[config.mk]
export PLATFORM = sky130hd
export DESIGN_NAME = matmul_job_seq_flat
export DESIGN_NICKNAME = d
export VERILOG_FILES = /design/src/rtl/matmul_job_seq_pkg.sv /design/src/rtl/matmul_job_seq_if.sv /design/src/rtl/matmul_desc_regs.sv /design/src/rtl/matmul_job_seq.sv /design/src/flat_wrapper.sv
export SDC_FILE = /design/constraint.sdc
export NUM_CORES = 1
export LEC_CHECK = 0
export BUFFER_PORTS_ARGS = -buffer_cell sky130_fd_sc_hd__buf_2
export CORE_UTILIZATION = 35
export CTS_BUF_LIST = sky130_fd_sc_hd__clkbuf_16
export DETAILED_ROUTE_END_ITERATION = 8
export MAX_ROUTING_LAYER = met4
export SLEW_MARGIN = 40
export SYNTH_ARGS = -nofsm -noshare
export SYNTH_HDL_FRONTEND = slang
export SYNTH_HIERARCHICAL = 1
export SYNTH_SLANG_ARGS = --single-unit
[constraint.sdc]
create_clock -name clk -period 4.2 [get_ports clk]
set_input_delay 0.42 -clock clk [delete_from_list [all_inputs] [get_ports clk]]
set_output_delay 0.42 -clock clk [all_outputs]
set_load 0.005 [all_outputs]
[src/rtl/matmul_job_seq_pkg.sv]
// Shared definitions for the matmul job sequencer: FSM encoding and the
// word layout of a job descriptor in memory.
package matmul_job_seq_pkg;

  // state       | meaning
  // ST_IDLE     | waiting for start
  // ST_FETCH    | reading the ten descriptor words, capturing one cycle behind
  // ST_CHECK    | deciding between launch and skip on the ctrl word
  // ST_LAUNCH   | mm_go pulse
  // ST_WAIT_RET | waiting for the engine's mm_ret
  // ST_WRBACK   | writing ctrl back with the done bit set
  // ST_GUARD    | two quiet cycles so the engine can re-arm
  // ST_NEXT     | advance to the next descriptor or finish
  // ST_FIN      | done pulse, then back to idle
  typedef enum logic [3:0] {
    ST_IDLE     = 4'd0,
    ST_FETCH    = 4'd1,
    ST_CHECK    = 4'd2,
    ST_LAUNCH   = 4'd3,
    ST_WAIT_RET = 4'd4,
    ST_WRBACK   = 4'd5,
    ST_GUARD    = 4'd6,
    ST_NEXT     = 4'd7,
    ST_FIN      = 4'd8
  } seq_state_t;

  // Word offsets inside a descriptor.
  localparam logic [3:0] DESC_CTRL    = 4'd0;
  localparam logic [3:0] DESC_ABASE   = 4'd1;
  localparam logic [3:0] DESC_ACOLS   = 4'd2;
  localparam logic [3:0] DESC_AROWS   = 4'd3;
  localparam logic [3:0] DESC_ASTRIDE = 4'd4;
  localparam logic [3:0] DESC_BBASE   = 4'd5;
  localparam logic [3:0] DESC_BCOLS   = 4'd6;
  localparam logic [3:0] DESC_BSTRIDE = 4'd7;
  localparam logic [3:0] DESC_CBASE   = 4'd8;
  localparam logic [3:0] DESC_CSTRIDE = 4'd9;
  localparam logic [3:0] DESC_WORDS   = 4'd10;

  // Bit positions inside the ctrl word.
  localparam int CTRL_VALID = 0;
  localparam int CTRL_LAST  = 1;
  localparam int CTRL_DONE  = 2;

  // Guard timer load value: counts down to 0, giving two GUARD cycles.
  localparam logic [1:0] GUARD_LOAD = 2'd1;

endpackage

[src/rtl/matmul_job_seq_if.sv]
// Memory port and engine configuration/handshake bundle of the sequencer.
interface matmul_job_seq_if #(
  parameter int MEM_AW   = 16,
  parameter int MEM_DW   = 32,
  parameter int DIM_BITS = 16
);
  logic [MEM_AW-1:0]   mem_addr;
  logic                mem_req;
  logic                mem_write;
  logic [MEM_DW-1:0]   mem_wdata;
  logic [MEM_DW-1:0]   mem_rdata;

  logic [MEM_AW-1:0]   mm_aBASE;
  logic [MEM_AW-1:0]   mm_bBASE;
  logic [MEM_AW-1:0]   mm_cBASE;
  logic [DIM_BITS-1:0] mm_aCOLS;
  logic [DIM_BITS-1:0] mm_aROWS;
  logic [DIM_BITS-1:0] mm_aSTRIDE;
  logic [DIM_BITS-1:0] mm_bCOLS;
  logic [DIM_BITS-1:0] mm_bSTRIDE;
  logic [DIM_BITS-1:0] mm_cSTRIDE;
  logic                mm_go;
  logic                mm_ret;

  modport master (
    output mem_addr, mem_req, mem_write, mem_wdata,
    input  mem_rdata,
    output mm_aBASE, mm_bBASE, mm_cBASE,
    output mm_aCOLS, mm_aROWS, mm_aSTRIDE, mm_bCOLS, mm_bSTRIDE, mm_cSTRIDE,
    output mm_go,
    input  mm_ret
  );

  modport slave (
    input  mem_addr, mem_req, mem_write, mem_wdata,
    output mem_rdata,
    input  mm_aBASE, mm_bBASE, mm_cBASE,
    input  mm_aCOLS, mm_aROWS, mm_aSTRIDE, mm_bCOLS, mm_bSTRIDE, mm_cSTRIDE,
    input  mm_go,
    output mm_ret
  );
endinterface

[src/rtl/matmul_desc_regs.sv]
// Descriptor capture registers: each returning read word is routed by its
// word index into ctrl or one of the engine configuration registers.
module matmul_desc_regs
  import matmul_job_seq_pkg::*;
#(
  parameter int MEM_AW   = 16,
  parameter int MEM_DW   = 32,
  parameter int DIM_BITS = 16
) (
  input  logic                clk,
  input  logic                rst_n,
  input  logic                cap_en_i,
  input  logic [3:0]          cap_idx_i,
  input  logic [MEM_DW-1:0]   rdata_i,
  output logic [MEM_DW-1:0]   ctrl_o,
  output logic [MEM_AW-1:0]   a_base_o,
  output logic [DIM_BITS-1:0] a_cols_o,
  output logic [DIM_BITS-1:0] a_rows_o,
  output logic [DIM_BITS-1:0] a_stride_o,
  output logic [MEM_AW-1:0]   b_base_o,
  output logic [DIM_BITS-1:0] b_cols_o,
  output logic [DIM_BITS-1:0] b_stride_o,
  output logic [MEM_AW-1:0]   c_base_o,
  output logic [DIM_BITS-1:0] c_stride_o
);

  logic [MEM_DW-1:0]   ctrl_q;
  logic [MEM_AW-1:0]   a_base_q, b_base_q, c_base_q;
  logic [DIM_BITS-1:0] a_cols_q, a_rows_q, a_stride_q;
  logic [DIM_BITS-1:0] b_cols_q, b_stride_q, c_stride_q;

  // Capture the word named by cap_idx_i; fields keep only their low bits.
  always_ff @(posedge clk or negedge rst_n) begin
    if (!rst_n) begin
      ctrl_q     <= '0;
      a_base_q   <= '0;
      a_cols_q   <= '0;
      a_rows_q   <= '0;
      a_stride_q <= '0;
      b_base_q   <= '0;
      b_cols_q   <= '0;
      b_stride_q <= '0;
      c_base_q   <= '0;
      c_stride_q <= '0;
    end else if (cap_en_i) begin
      case (cap_idx_i)
        DESC_CTRL:    ctrl_q     <= rdata_i;
        DESC_ABASE:   a_base_q   <= rdata_i[MEM_AW-1:0];
        DESC_ACOLS:   a_cols_q   <= rdata_i[DIM_BITS-1:0];
        DESC_AROWS:   a_rows_q   <= rdata_i[DIM_BITS-1:0];
        DESC_ASTRIDE: a_stride_q <= rdata_i[DIM_BITS-1:0];
        DESC_BBASE:   b_base_q   <= rdata_i[MEM_AW-1:0];
        DESC_BCOLS:   b_cols_q   <= rdata_i[DIM_BITS-1:0];
        DESC_BSTRIDE: b_stride_q <= rdata_i[DIM_BITS-1:0];
        DESC_CBASE:   c_base_q   <= rdata_i[MEM_AW-1:0];
        DESC_CSTRIDE: c_stride_q <= rdata_i[DIM_BITS-1:0];
        default: ;
      endcase
    end
  end

  assign ctrl_o     = ctrl_q;
  assign a_base_o   = a_base_q;
  assign a_cols_o   = a_cols_q;
  assign a_rows_o   = a_rows_q;
  assign a_stride_o = a_stride_q;
  assign b_base_o   = b_base_q;
  assign b_cols_o   = b_cols_q;
  assign b_stride_o = b_stride_q;
  assign c_base_o   = c_base_q;
  assign c_stride_o = c_stride_q;

endmodule

[src/rtl/matmul_job_seq.sv]
// Matmul job sequencer: walks a descriptor list, loads each valid job into
// the engine, launches it, waits for completion and marks it done in memory.
// Memory and handshake outputs are registered from the next-state decode so
// they are valid for the whole cycle of the state that owns them.
module matmul_job_seq
  import matmul_job_seq_pkg::*;
#(
  parameter int DIM_BITS      = 16,
  parameter int MEM_AW        = 16,
  parameter int MEM_DW        = 32,
  parameter int DESC_STRIDE   = 16,
  parameter int MAX_JOBS_BITS = 8
) (
  input  logic                     clk,
  input  logic                     rst_n,
  input  logic                     start,
  input  logic [MEM_AW-1:0]        desc_base,
  input  logic [MAX_JOBS_BITS-1:0] desc_count,
  output logic                     busy,
  output logic                     done,
  output logic [MAX_JOBS_BITS-1:0] jobs_run,
  output logic [MAX_JOBS_BITS-1:0] jobs_skipped,
  matmul_job_seq_if.master         bus
);

  seq_state_t               state_q, state_d;
  logic [MEM_AW-1:0]        d_q, d_d;
  logic [MAX_JOBS_BITS-1:0] rem_q, rem_d;
  logic [MAX_JOBS_BITS-1:0] run_q, run_d;
  logic [MAX_JOBS_BITS-1:0] skip_q, skip_d;
  logic [3:0]               cnt_q, cnt_d;
  logic [1:0]               guard_q, guard_d;

  logic                     busy_q, busy_d;
  logic                     done_q, done_d;
  logic                     go_q, go_d;
  logic                     req_q, req_d;
  logic                     wr_q, wr_d;
  logic [MEM_AW-1:0]        addr_q, addr_d;
  logic [MEM_DW-1:0]        wdata_q, wdata_d;

  logic                     cap_en;
  logic [3:0]               cap_idx;
  logic [MEM_DW-1:0]        ctrl;

  logic [MEM_AW-1:0]        a_base, b_base, c_base;
  logic [DIM_BITS-1:0]      a_cols, a_rows, a_stride;
  logic [DIM_BITS-1:0]      b_cols, b_stride, c_stride;

  matmul_desc_regs #(
    .MEM_AW   (MEM_AW),
    .MEM_DW   (MEM_DW),
    .DIM_BITS (DIM_BITS)
  ) u_desc_regs (
    .clk        (clk),
    .rst_n      (rst_n),
    .cap_en_i   (cap_en),
    .cap_idx_i  (cap_idx),
    .rdata_i    (bus.mem_rdata),
    .ctrl_o     (ctrl),
    .a_base_o   (a_base),
    .a_cols_o   (a_cols),
    .a_rows_o   (a_rows),
    .a_stride_o (a_stride),
    .b_base_o   (b_base),
    .b_cols_o   (b_cols),
    .b_stride_o (b_stride),
    .c_base_o   (c_base),
    .c_stride_o (c_stride)
  );

  // Next-state decode plus the registered-output values for the next cycle.
  always_comb begin
    state_d = state_q;
    d_d     = d_q;
    rem_d   = rem_q;
    run_d   = run_q;
    skip_d  = skip_q;
    cnt_d   = cnt_q;
    guard_d = guard_q;
    cap_en  = 1'b0;
    cap_idx = cnt_q - 4'd1;

    case (state_q)
      ST_IDLE: begin
        if (start) begin
          d_d    = desc_base;
          rem_d  = desc_count;
          run_d  = '0;
          skip_d = '0;
          cnt_d  = '0;
          state_d = (desc_count == '0) ? ST_FIN : ST_FETCH;
        end
      end
      ST_FETCH: begin
        // Cycle k issues word k and captures word k-1 returned from the
        // previous cycle; the extra final cycle only drains word 9.
        cap_en = (cnt_q != 4'd0);
        if (cnt_q == DESC_WORDS) begin
          cnt_d   = '0;
          state_d = ST_CHECK;
        end else begin
          cnt_d = cnt_q + 4'd1;
        end
      end
      ST_CHECK: begin
        if (ctrl[CTRL_VALID]) begin
          run_d   = (&run_q) ? run_q : run_q + 1'b1;
          state_d = ST_LAUNCH;
        end else begin
          skip_d  = (&skip_q) ? skip_q : skip_q + 1'b1;
          state_d = ST_NEXT;
        end
      end
      ST_LAUNCH: begin
        // mm_ret is not looked at here, so a ret coincident with go is dropped.
        state_d = ST_WAIT_RET;
      end
      ST_WAIT_RET: begin
        if (bus.mm_ret) state_d = ST_WRBACK;
      end
      ST_WRBACK: begin
        guard_d = GUARD_LOAD;
        state_d = ST_GUARD;
      end
      ST_GUARD: begin
        if (guard_q == 2'd0) state_d = ST_NEXT;
        else                 guard_d = guard_q - 2'd1;
      end
      ST_NEXT: begin
        rem_d = rem_q - 1'b1;
        if (ctrl[CTRL_LAST] || rem_q == MAX_JOBS_BITS'(1)) begin
          state_d = ST_FIN;
        end else begin
          d_d     = d_q + MEM_AW'(DESC_STRIDE);
          cnt_d   = '0;
          state_d = ST_FETCH;
        end
      end
      ST_FIN: begin
        state_d = ST_IDLE;
      end
      default: begin
        state_d = ST_IDLE;
      end
    endcase

    busy_d  = (state_d != ST_IDLE);
    done_d  = (state_d == ST_FIN);
    go_d    = (state_d == ST_LAUNCH);
    wr_d    = (state_d == ST_WRBACK);
    req_d   = ((state_d == ST_FETCH) && (cnt_d < DESC_WORDS)) || wr_d;
    addr_d  = '0;
    wdata_d = '0;
    if (wr_d) begin
      addr_d             = d_q;
      wdata_d            = ctrl;
      wdata_d[CTRL_DONE] = 1'b1;
    end else if (req_d) begin
      addr_d = d_d + MEM_AW'(cnt_d);
    end
  end

  // State, walk bookkeeping and registered outputs.
  always_ff @(posedge clk or negedge rst_n) begin
    if (!rst_n) begin
      state_q <= ST_IDLE;
      d_q     <= '0;
      rem_q   <= '0;
      run_q   <= '0;
      skip_q  <= '0;
      cnt_q   <= '0;
      guard_q <= '0;
      busy_q  <= 1'b0;
      done_q  <= 1'b0;
      go_q    <= 1'b0;
      req_q   <= 1'b0;
      wr_q    <= 1'b0;
      addr_q  <= '0;
      wdata_q <= '0;
    end else begin
      state_q <= state_d;
      d_q     <= d_d;
      rem_q   <= rem_d;
      run_q   <= run_d;
      skip_q  <= skip_d;
      cnt_q   <= cnt_d;
      guard_q <= guard_d;
      busy_q  <= busy_d;
      done_q  <= done_d;
      go_q    <= go_d;
      req_q   <= req_d;
      wr_q    <= wr_d;
      addr_q  <= addr_d;
      wdata_q <= wdata_d;
    end
  end

  assign busy           = busy_q;
  assign done           = done_q;
  assign jobs_run       = run_q;
  assign jobs_skipped   = skip_q;

  assign bus.mem_req    = req_q;
  assign bus.mem_write  = wr_q;
  assign bus.mem_addr   = addr_q;
  assign bus.mem_wdata  = wdata_q;
  assign bus.mm_go      = go_q;

  assign bus.mm_aBASE   = a_base;
  assign bus.mm_aCOLS   = a_cols;
  assign bus.mm_aROWS   = a_rows;
  assign bus.mm_aSTRIDE = a_stride;
  assign bus.mm_bBASE   = b_base;
  assign bus.mm_bCOLS   = b_cols;
  assign bus.mm_bSTRIDE = b_stride;
  assign bus.mm_cBASE   = c_base;
  assign bus.mm_cSTRIDE = c_stride;

endmodule
[src/flat_wrapper.sv]
// flat-port wrapper written by rule: the top's interface ports become plain ports
module matmul_job_seq_flat import matmul_job_seq_pkg::*;
#(
  parameter int DIM_BITS      = 16,
  parameter int MEM_AW        = 16,
  parameter int MEM_DW        = 32,
  parameter int DESC_STRIDE   = 16,
  parameter int MAX_JOBS_BITS = 8
)
  (clk, rst_n, start, desc_base, desc_count, busy, done, jobs_run, jobs_skipped, bus_mem_addr, bus_mem_req, bus_mem_write, bus_mem_wdata, bus_mem_rdata, bus_mm_aBASE, bus_mm_bBASE, bus_mm_cBASE, bus_mm_aCOLS, bus_mm_aROWS, bus_mm_aSTRIDE, bus_mm_bCOLS, bus_mm_bSTRIDE, bus_mm_cSTRIDE, bus_mm_go, bus_mm_ret);
  matmul_job_seq_if #(.MEM_AW(MEM_AW), .MEM_DW(MEM_DW), .DIM_BITS(DIM_BITS)) bus_i ();
  input  logic clk;
  input  logic rst_n;
  input  logic start;
  input  logic [MEM_AW-1:0] desc_base;
  input  logic [MAX_JOBS_BITS-1:0] desc_count;
  output logic busy;
  output logic done;
  output logic [MAX_JOBS_BITS-1:0] jobs_run;
  output logic [MAX_JOBS_BITS-1:0] jobs_skipped;
  output wire logic [$bits(bus_i.mem_addr)-1:0] bus_mem_addr;
  output wire logic [$bits(bus_i.mem_req)-1:0] bus_mem_req;
  output wire logic [$bits(bus_i.mem_write)-1:0] bus_mem_write;
  output wire logic [$bits(bus_i.mem_wdata)-1:0] bus_mem_wdata;
  input wire logic [$bits(bus_i.mem_rdata)-1:0] bus_mem_rdata;
  output wire logic [$bits(bus_i.mm_aBASE)-1:0] bus_mm_aBASE;
  output wire logic [$bits(bus_i.mm_bBASE)-1:0] bus_mm_bBASE;
  output wire logic [$bits(bus_i.mm_cBASE)-1:0] bus_mm_cBASE;
  output wire logic [$bits(bus_i.mm_aCOLS)-1:0] bus_mm_aCOLS;
  output wire logic [$bits(bus_i.mm_aROWS)-1:0] bus_mm_aROWS;
  output wire logic [$bits(bus_i.mm_aSTRIDE)-1:0] bus_mm_aSTRIDE;
  output wire logic [$bits(bus_i.mm_bCOLS)-1:0] bus_mm_bCOLS;
  output wire logic [$bits(bus_i.mm_bSTRIDE)-1:0] bus_mm_bSTRIDE;
  output wire logic [$bits(bus_i.mm_cSTRIDE)-1:0] bus_mm_cSTRIDE;
  output wire logic [$bits(bus_i.mm_go)-1:0] bus_mm_go;
  input wire logic [$bits(bus_i.mm_ret)-1:0] bus_mm_ret;
  assign bus_mem_addr = bus_i.mem_addr;
  assign bus_mem_req = bus_i.mem_req;
  assign bus_mem_write = bus_i.mem_write;
  assign bus_mem_wdata = bus_i.mem_wdata;
  assign bus_i.mem_rdata = bus_mem_rdata;
  assign bus_mm_aBASE = bus_i.mm_aBASE;
  assign bus_mm_bBASE = bus_i.mm_bBASE;
  assign bus_mm_cBASE = bus_i.mm_cBASE;
  assign bus_mm_aCOLS = bus_i.mm_aCOLS;
  assign bus_mm_aROWS = bus_i.mm_aROWS;
  assign bus_mm_aSTRIDE = bus_i.mm_aSTRIDE;
  assign bus_mm_bCOLS = bus_i.mm_bCOLS;
  assign bus_mm_bSTRIDE = bus_i.mm_bSTRIDE;
  assign bus_mm_cSTRIDE = bus_i.mm_cSTRIDE;
  assign bus_mm_go = bus_i.mm_go;
  assign bus_i.mm_ret = bus_mm_ret;
  matmul_job_seq #(.DIM_BITS(DIM_BITS), .MEM_AW(MEM_AW), .MEM_DW(MEM_DW), .DESC_STRIDE(DESC_STRIDE), .MAX_JOBS_BITS(MAX_JOBS_BITS)) u_core (.clk(clk), .rst_n(rst_n), .start(start), .desc_base(desc_base), .desc_count(desc_count), .busy(busy), .done(done), .jobs_run(jobs_run), .jobs_skipped(jobs_skipped), .bus(bus_i));
endmodule
==> impl_metrics.tcl, run 1 <==
set metrics [dict create \
    status "completed" \
    dieHeight_um 186 \
    seqPwrFrac_pct 41.3 \
    dr.pass1.iters 5 \
    cts_root_buffer "clkbuf_16" \
    p_comb_share_pct 34.6 \
    period_share_pct 94.0 \
    antenna_found_initial 0 \
    io_pins 273 \
    leakage_nw 7.13 \
    worst-setup-path-type "register to register" \
    core-area_sq_um 33400 \
    internal-power_mw 7.15 \
    min_path_type "primary input to register" \
    via_per_inst 5.00 \
    setup_viol 0 \
    wl_um 31500 \
    io_buffers 272 \
    die_x_um 186 \
    setup_tns_ps 0 \
    final_nets 1257 \
    cts_max_level 1 \
    power.density_nw_per_um2 733 \
    grt_pass1_vias 8282 \
    start_kind "register" \
    p_clk_share_pct 24.1 \
    row_count 67 \
    syn_avg_cell_area_sq_um 13.0 \
    cts_tree "done" \
    hold_viol_final 0 \
    critPathSlowestCell "or4b_4" \
    cts.sinks 277 \
    power.switching_mw 3.64 \
    drtIter0Drc 446 \
    dpl_cell_area_sq_um 13700 \
    grt_max_degree 89 \
    skew_ps 20.6 \
    ys_warn_count 6 \
    start_util_pct 35.5 \
    place_hpwl_um 21800 \
    wl_per_cell_um 19.0 \
    clk_pin_slew_worst_paths_ps 60 \
    worstPathArrival_ps 4400 \
    gr-usage-all-layers_pct 18.5 \
    critPathBufInv 2 \
    tightest_slew_ps 767 \
    drive_gt1_share_pct 45.4 \
    synth_nets 985 \
    ant_nets 0 \
    grt_pass1_wl_um 47900 \
    cp_top_family "simple AND/OR/NAND/NOR gates" \
    final_area_sq_um 14700 \
    synth_area_sq_um 11900 \
    swShare_pct 33.8 \
    peakVddDrop_mv 0.405 \
    period_needed_ps 3950 \
    area_delta_synth_final_pct 24.1 \
    finalMaxSlewViolations 0 \
    crit_path_end_kind "register" \
    gp_congestion 0.878 \
    n_antenna_cell 0 \
    drv_cap 0 \
    rsz0062_at_grt "false" \
    drcViolationCount 0 \
    crit_fanout 7 \
    fillCellCount 3103 \
    vias 8287 \
    clock.fmax_mhz 253 \
    cts_buffers 31 \
    overflow 0 \
    dieArea_sq_um 34700 \
    crit_top_cell "inv_1" \
    cp_data_required_time_ps 4650 \
    clock_latency_ps 580 \
    slew_headroom_pct 48.2 \
    synthCells 912 \
    clockBufferDepth 3 \
    critPathMaxStageDelay_ps 570 \
    crit_path_cell_trace "inv_1 -> ha_1 -> nor3b_4 -> a21oi_1 -> o21ai_1 -> nand2_1 -> o21ai_0 -> inv_1 -> fa_1 -> or4b_4 -> a22oi_4 -> nor2_2 -> or3_1 -> a32o_1" \
]
worst paths after layout:
path                                                   to                         start  depth (start not counted)  slack, ps
max reg2reg                       u_core/bus.mem_addr[10]               u_core/rem_q[1]                         14        250
max in group asynchronous  u_core/u_desc_regs/b_cols_o[0]                         rst_n                          4       2700
max                               u_core/bus.mem_addr[10]               u_core/rem_q[1]                         14        250
min reg2reg                       u_core/bus.mem_wdata[4]  u_core/u_desc_regs/ctrl_o[4]                          1        460
min                         u_core/u_desc_regs/ctrl_o[21]             bus_mem_rdata[21]                          2         70
min in group asynchronous  u_core/u_desc_regs/a_rows_o[1]                         rst_n                          2        390
worst register-to-register path: cells and delay by family, from the launching register on:
kind            cells  cell delay (ps)
fa+ha+maj           2              660
simple gates        5             1420
compound gates      5             1140
buf+inv             2              220
flops               1              390
flip-flops by register name, indices dropped and copies added (netlist names), 2 cells and up:
signal and flops:
u_core/u_desc_regs/ctrl_o 31, u_core/u_desc_regs/b_stride_o 16, u_core/state_q 4, u_core/cnt_q 4
u_core/u_desc_regs/b_cols_o 16, u_core/u_desc_regs/a_stride_o 16, u_core/u_desc_regs/c_base_o 16, u_core/jobs_run 8
u_core/jobs_skipped 8, u_core/guard_q 2, u_core/u_desc_regs/a_cols_o 16, u_core/u_desc_regs/c_stride_o 16
u_core/bus.mem_addr 16, u_core/rem_q 8, u_core/u_desc_regs/a_base_o 16, u_core/d_q 16
u_core/u_desc_regs/b_base_o 16, u_core/u_desc_regs/a_rows_o 16, u_core/bus.mem_wdata 32
power groups by stage:
stage / Sequential [mW] / Clock [mW] / Combinational [mW]
finish: 4.46 / 2.60 / 3.74
global route: 4.62 / 2.78 / 4.10
CTS: 4.46 / 2.67 / 3.75
detailed placement: 4.48 / 0 / 3.73
global placement: 4.44 / 0 / 3.68
floorplan: 4.51 / 0 / 2.02
cells in the final DEF (no fill, tap or decap), types with 4 or more instances in the layout:
master / n
a21oi_1: 17
buf_4: 20
nor3_1: 14
xnor2_1: 9
o31ai_1: 4
xor2_1: 15
and2_1: 34
nand4_1: 7
dfrtp_1: 277
ha_1: 12
nor2_1: 27
mux2_4: 10
clkinv_1: 8
a22o_1: 11
or2_2: 8
clkinv_2: 6
o2111ai_1: 4
inv_1: 28
o22ai_1: 5
clkinvlp_4: 4
o311ai_0: 5
nor4_1: 5
mux2_2: 166
and3_1: 10
buf_2: 271
nand2_1: 49
or3_1: 8
nand3_1: 17
nand2b_1: 6
o21ai_0: 30
clkbuf_16: 31
o211ai_1: 5
routing by layer:
layer,vias up,track usage (%),share of wire [%]
met1,4183,24.1,44
met5,-,-,0
met2,260,28.2,46
met4,0,4.62,1.9
met3,47,5.30,8.0
li1,3797,-,-
cell type report:
type | instances | area [sq um] | area share [%]
Sequential cell | 277 | 6930 | 47.0
Tap cell | 448 | 561 | 3.80
Inverter | 23 | 86.3 | 0.586
Clock inverter | 27 | 198 | 1.34
Clock buffer | 31 | 776 | 5.26
Timing Repair Buffer | 296 | 1600 | 10.8
Multi-Input combinational cell | 555 | 4590 | 31.1
repair_timing:
item / CTS / global route
hold buffers: 1 / 0
hold endpoints to repair: 65 / 0
setup endpoints to repair: 0 / 2
gates resized for setup: 0 / 2
buffers inserted: 0 / 1
through the flow:
stage / utilization, % / worst slack (ps) / hold WS, ps / instances / total power [mW]
after floorplan: - / 344 / 124 / 912 / 6.53
after global routing: 44.1 / 35.7 / 43.2 / 1657 / 11.5
after detailed placement: 41.1 / 145 / 421 / 1597 / 8.20
after global placement: 41.0 / 267 / 453 / 1596 / 8.12
after CTS: 44.0 / 96.3 / 39.9 / 1656 / 10.9
final: 44.1 / 252 / 67.2 / 1657 / 10.8
(Power assumes the default switching activity.)
==> run 2: changes to the inputs <==
Settings changed: BUFFER_PORTS_ARGS -buffer_cell sky130_fd_sc_hd__buf_2 to default, CORE_MARGIN from default to 10, DONT_BUFFER_PORTS from default to 1.
==> run 2 against run 1 <==
Against the previous run:
- the run now ends with hold timing left
- flip-flop and latch count unchanged
- first-iteration DRC count increased by 11%
- non-clock buffer count decreased by 236
- largest cell class unchanged
- largest power group unchanged
- highest routed layer unchanged
==> impl_metrics.tcl, run 2 (synthesis gave the netlist of run 1 again) <==
set metrics [dict create \
    worst-setup-path-type "register to register" \
    leakage_nw 6.01 \
    vias 7454 \
    violations "hold timing" \
    critPathMaxStageDelay_ps 570 \
    drcViolationCount 0 \
    overflow 0 \
    io_buffers 0 \
    clk_pin_slew_worst_paths_ps 60 \
    start_util_pct 35.4 \
    place_hpwl_um 22800 \
    whs_ps -444 \
    row_count 67 \
    clockBufferDepth 3 \
    dpl_cell_area_sq_um 12300 \
    ant_nets 0 \
    clock_latency_ps 570 \
    gr-usage-all-layers_pct 15.9 \
    crit_path_cell_trace "inv_1 -> ha_1 -> nor3b_2 -> a21oi_1 -> o21ai_1 -> nand2_1 -> o21ai_0 -> ha_1 -> inv_1 -> fa_1 -> or4b_4 -> a22oi_4 -> nor2_2 -> or3_1 -> a32o_1" \
    worstPathArrival_ps 4430 \
    critPathSlowestCell "or4b_4" \
    grt_max_degree 278 \
    ff2ff_setup_slack_ps 230 \
    largest_register_ffs 32 \
    ff2ff_path_depth 15 \
    dieHeight_um 204 \
    skew_ps 10.6 \
    final_nets 1020 \
    status "finished with violations" \
    gp_congestion 0.825 \
    cts_root_buffer "clkbuf_16" \
    io_pins 273 \
    die_x_um 204 \
    setup_tns_ps 0 \
    wl_um 33100 \
    pre_cts_ws_ps 146 \
    cp_data_required_time_ps 4660 \
    reg2reg_from "u_core/rem_q[1]" \
    setup_viol 0 \
    peakVddDrop_mv 0.388 \
    multiInputGateArea_sq_um 4580 \
    cts.sinks 277 \
    dr.pass1.iters 5 \
    area_delta_synth_final_pct 14.5 \
    grt_pass1_vias 7602 \
    tightest_slew_ps 774 \
    period_share_pct 94.6 \
    final_area_sq_um 13600 \
    drtIter0Drc 493 \
    core-area_sq_um 33500 \
    cts_hold_buf 38 \
    layout_setup_ws_ps 228 \
    min_path_type "primary input to async pin" \
    slew_headroom_pct 48.4 \
    period_needed_ps 3970 \
    layout_commonest_cell "dfrtp_1" \
    cts_max_level 1 \
    seqCellArea_sq_um 6930 \
    via_per_inst 5.26 \
    drive_gt1_share_pct 27.7 \
    finalMaxSlewViolations 0 \
    hold_viol_final 277 \
    wl_per_cell_um 23.4 \
    grt_pass1_wl_um 49700 \
    crit_path_end_kind "register" \
    cts_tree "done" \
    postCtsSetupBuffers 0 \
    clock.fmax_mhz 252 \
    power.density_nw_per_um2 725 \
    dieArea_sq_um 41700 \
    cts_buffers 30 \
    antenna_found_initial 5 \
    final_core_util_pct 40.6 \
    crit_fanout 7 \
    start_kind "register" \
    reg2reg_to "u_core/bus.mem_addr[10]" \
    drv_cap 0 \
    fillCellCount 3095 \
    rsz0062_at_grt "false" \
    mostFrequentLayoutCells "dfrtp_1, mux2_2, nand2_1" \
]
run 2: cell types whose count changed in the layout (fill, tap and decap cells not counted), sizes merged:
| cell | delta |
|---|---|
| diode | +5 |
| clkbuf | -1 |
| clkinvlp | -3 |
| clkinv | -4 |
| bufinv | -1 |
| dlygate4sd3 | +37 |
| buf | -273 |
run 2: cell type report:
cell class	count	share of cell area [%]
tap	448	4.12
sequential	277	51.0
inverter	23	0.635
clock inverter	19	1.00
clock buffer	30	5.52
timing repair buffer	60	4.01
multi-input combinational	555	33.7
antenna	5	0.0920
run 2: critical path: cells and delay by family (launching register included):
family	cells	cell delay, ps
flip-flops	1	390
buffers and inverters	2	140
AO/OA/AOI/OAI	5	1050
AND/OR/NAND/NOR	5	1490
adder cells (fa/ha/maj)	3	780
run 2: per-stage QoR:
step / std cells / total power, mW
floorplan: 912 / 6.53
global placement: 1323 / 7.41
detailed placement: 1325 / 7.46
CTS: 1412 / 10.0
global route: 1417 / 10.5
finish: 1417 / 9.86
run 2: per-layer routing:
metal | vias to the layer above | global-route usage (%) | wire, um | share of wire (%)
met5 | - | - | 0 | 0
met4 | 0 | 3.60 | 464 | 1.4
met3 | 35 | 7.15 | 3800 | 11
met2 | 247 | 23.9 | 15200 | 46
met1 | 3848 | 19.2 | 13600 | 41
li1 | 3324 | - | - | -
run 2: power breakdown:
part           internal, mW  leakage [nW]  switching (mW)
Clock                  1.35         0.456            1.04
Combinational          1.30          2.09            1.23
Sequential             3.83          3.46            1.11
Total                  6.48          6.01            3.38
run 2: worst max path at each step:
stage	startpoint	to	slack [ps]	depth (start not counted)
finish	u_core/rem_q[1]	u_core/bus.mem_addr[10]	230	15
global route	u_core/rem_q[1]	u_core/bus.mem_addr[10]	20	14
CTS	u_core/rem_q[3]	u_core/bus.mem_addr[10]	130	13
detailed placement	u_core/rem_q[3]	u_core/bus.mem_addr[10]	150	12
global placement	u_core/rem_q[3]	u_core/bus.mem_addr[10]	330	13
floorplan	u_core/state_q[1]	u_core/bus.mem_addr[10]	340	16
run 2: timing repair:
action                                 CTS  global route
gates resized for setup                  0             1
endpoints found under the hold margin  458           277
setup endpoints to repair                0             1
==> run 3: changes to the inputs <==
Settings changed: CORE_MARGIN 10 to 1.5, PLACE_DENSITY_LB_ADDON from default to 0.25.
Clock period 4.2 ns to 4.45 ns, I/O delays scaled along.
==> run 3 against run 2 <==
Against the previous run:
- clock power decreased by 7%
- sequential power is 7.3% lower
- wire length down 8.0%
- final area decreased by 0.53%
- clock-buffer cell count did not move
- the run still ends with hold timing left
- flip-flop and latch count did not move
- cell count is 0.56% lower
- highest routed layer unchanged
- die area decreased by 16%
- clock skew fell by 1.6 ps
- critical endpoint unchanged
==> impl_metrics.tcl, run 3 (synthesis gave the netlist of run 1 again) <==
set metrics [dict create \
    seqCellArea_sq_um 6930 \
    power.density_nw_per_um2 676 \
    cts_hold_buf 37 \
    clock_latency_ps 570 \
    grt_pass1_wl_um 47300 \
    start_util_pct 35.5 \
    pre_cts_ws_ps 451 \
    cts_buffers 30 \
    clock.fmax_mhz 249 \
    gp_congestion 0.826 \
    mostFrequentLayoutCells "dfrtp_1, mux2_2, nand2_1" \
    dp.cells 1321 \
    p_comb_share_pct 25.7 \
    clk_pin_slew_worst_paths_ps 60 \
    via_per_inst 5.18 \
    reg2reg_to "u_core/bus.mem_addr[10]" \
    hold_viol_final 277 \
    peakVddDrop_mv 0.420 \
    drv_cap 0 \
    ant_nets 0 \
    reg2reg_from "u_core/cnt_q[0]" \
    cts_max_level 1 \
    setup_tns_ps 0 \
    ff2ff_path_depth 12 \
    final_nets 1015 \
    worstPathArrival_ps 4480 \
    crit_fanout 10 \
    overflow 0 \
    io_pins 273 \
    wl_per_cell_um 21.6 \
    leakage_nw 5.97 \
    rsz0062_at_grt "false" \
    finalMaxSlewViolations 0 \
    drtIter0Drc 345 \
    grt_pass1_vias 7621 \
    layout_commonest_cell "dfrtp_1" \
    cts.sinks 277 \
    multiInputGateArea_sq_um 4580 \
    min_path_type "primary input to async pin" \
    critPathSlowestCell "or4b_4" \
    layout_setup_ws_ps 427 \
    antenna_found_initial 2 \
    setup_viol 0 \
    io_buffers 0 \
    largest_register_ffs 32 \
    swShare_pct 34.0 \
    area_delta_synth_final_pct 13.9 \
    power.switching_mw 3.11 \
    vias 7296 \
    violations "hold timing" \
    crit_top_cell "inv_1" \
    dr.pass1.iters 5 \
    core-area_sq_um 33400 \
    grt_max_degree 278 \
    seqPwrFrac_pct 50.1 \
    skew_ps 9.08 \
    gr-usage-all-layers_pct 17.9 \
    worst-setup-path-type "register to register" \
    dieHeight_um 187 \
    critPathBufInv 2 \
    clockBufferDepth 3 \
    cts_tree "done" \
    row_count 67 \
    fillCellCount 3117 \
    dieArea_sq_um 35100 \
    drive_gt1_share_pct 27.3 \
    p_clk_share_pct 24.2 \
    wl_um 30400 \
    die_x_um 187 \
    critPathMaxStageDelay_ps 570 \
    slew_headroom_pct 46.4 \
    place_hpwl_um 20300 \
    status "finished with violations" \
    crit_path_cell_trace "inv_1 -> ha_1 -> and3b_1 -> or2_4 -> o21ai_0 -> inv_1 -> fa_1 -> or4b_4 -> a22oi_4 -> nor2_2 -> or3_1 -> a32o_1" \
    tightest_slew_ps 794 \
    period_share_pct 90.4 \
    crit_path_end_kind "register" \
    cts_root_buffer "clkbuf_16" \
    start_kind "register" \
    whs_ps -418 \
    postCtsSetupBuffers 0 \
    period_needed_ps 4020 \
    cp_top_family "simple AND/OR/NAND/NOR gates" \
    drcViolationCount 0 \
    final_cell_count_no_fill 1409 \
    ff2ff_setup_slack_ps 430 \
    cp_data_required_time_ps 4910 \
    internal-power_mw 6.04 \
]
==> run 3: what timing repair did <==
item | 4_1_cts | 5_1_grt
endpoints found under the setup margin | 0 | 0
hold endpoints to repair | 444 | 277
resized for setup | 0 | 0
==> run 3: worst max path at each step <==
stage	start	to	slack, ps	cells after the start
2_1_floorplan	u_core/state_q[1]	u_core/bus.mem_addr[10]	590	16
3_3_place_gp	u_core/rem_q[3]	u_core/bus.mem_addr[10]	560	13
3_5_place_dp	u_core/cnt_q[0]	u_core/bus.mem_addr[10]	450	12
4_1_cts	u_core/rem_q[3]	u_core/bus.mem_addr[10]	450	13
5_1_grt	u_core/rem_q[1]	u_core/bus.mem_addr[10]	60	15
6_report	u_core/cnt_q[0]	u_core/bus.mem_addr[10]	430	12
==> run 3: through the flow <==
stage | instance area (sq um) | power [mW] | hold WS, ps | util (%)
after detailed placement | 12300 | 6.92 | 159 | 36.8
after floorplan | 11900 | 6.16 | 149 | -
after global routing | 13500 | 9.75 | -446 | 40.5
after global placement | 12300 | 6.87 | 159 | 36.7
final | 13500 | 9.15 | -418 | 40.5
after CTS | 13500 | 9.26 | -462 | 40.4
==> run 3: cell type report <==
cell class	instances	share of cell area, %
Timing Repair Buffer	55	3.74
Multi-Input combinational cell	555	33.9
Tap cell	448	4.14
Clock buffer	30	5.55
Antenna cell	2	0.0370
Inverter	23	0.638
Sequential cell	277	51.2
Clock inverter	19	0.786
==> run 3: power by group through the flow <==
| stage | clock [mW] | sequential, mW | combinational, mW |
|---|---|---|---|
| finish | 2.22 | 4.58 | 2.35 |
| global route | 2.41 | 4.73 | 2.61 |
| CTS | 2.30 | 4.60 | 2.36 |
| detailed placement | 0 | 4.62 | 2.30 |
| global placement | 0 | 4.62 | 2.24 |
| floorplan | 0 | 4.25 | 1.91 |
==> run 3: worst register-to-register path: stages (launching register included) <==
cell     delay (ps)
dfrtp_1         440
inv_1           220
ha_1            250
and3b_1         190
or2_4           280
o21ai_0         400
inv_1           120
fa_1            500
or4b_4          570
a22oi_4         230
nor2_2          100
or3_1           340
a32o_1          260
==> run 3: metal layers <==
layer  GRT usage (%)  wire length [um]  part of all wire, %  up-vias
met5               -                 0                    0        -
met3            7.11              3430                   11       45
li1                -                 -                    -     3300
met1            22.2             12500                   41     3691
met2            26.8             13800                   45      260
met4            5.18               682                  2.2        0
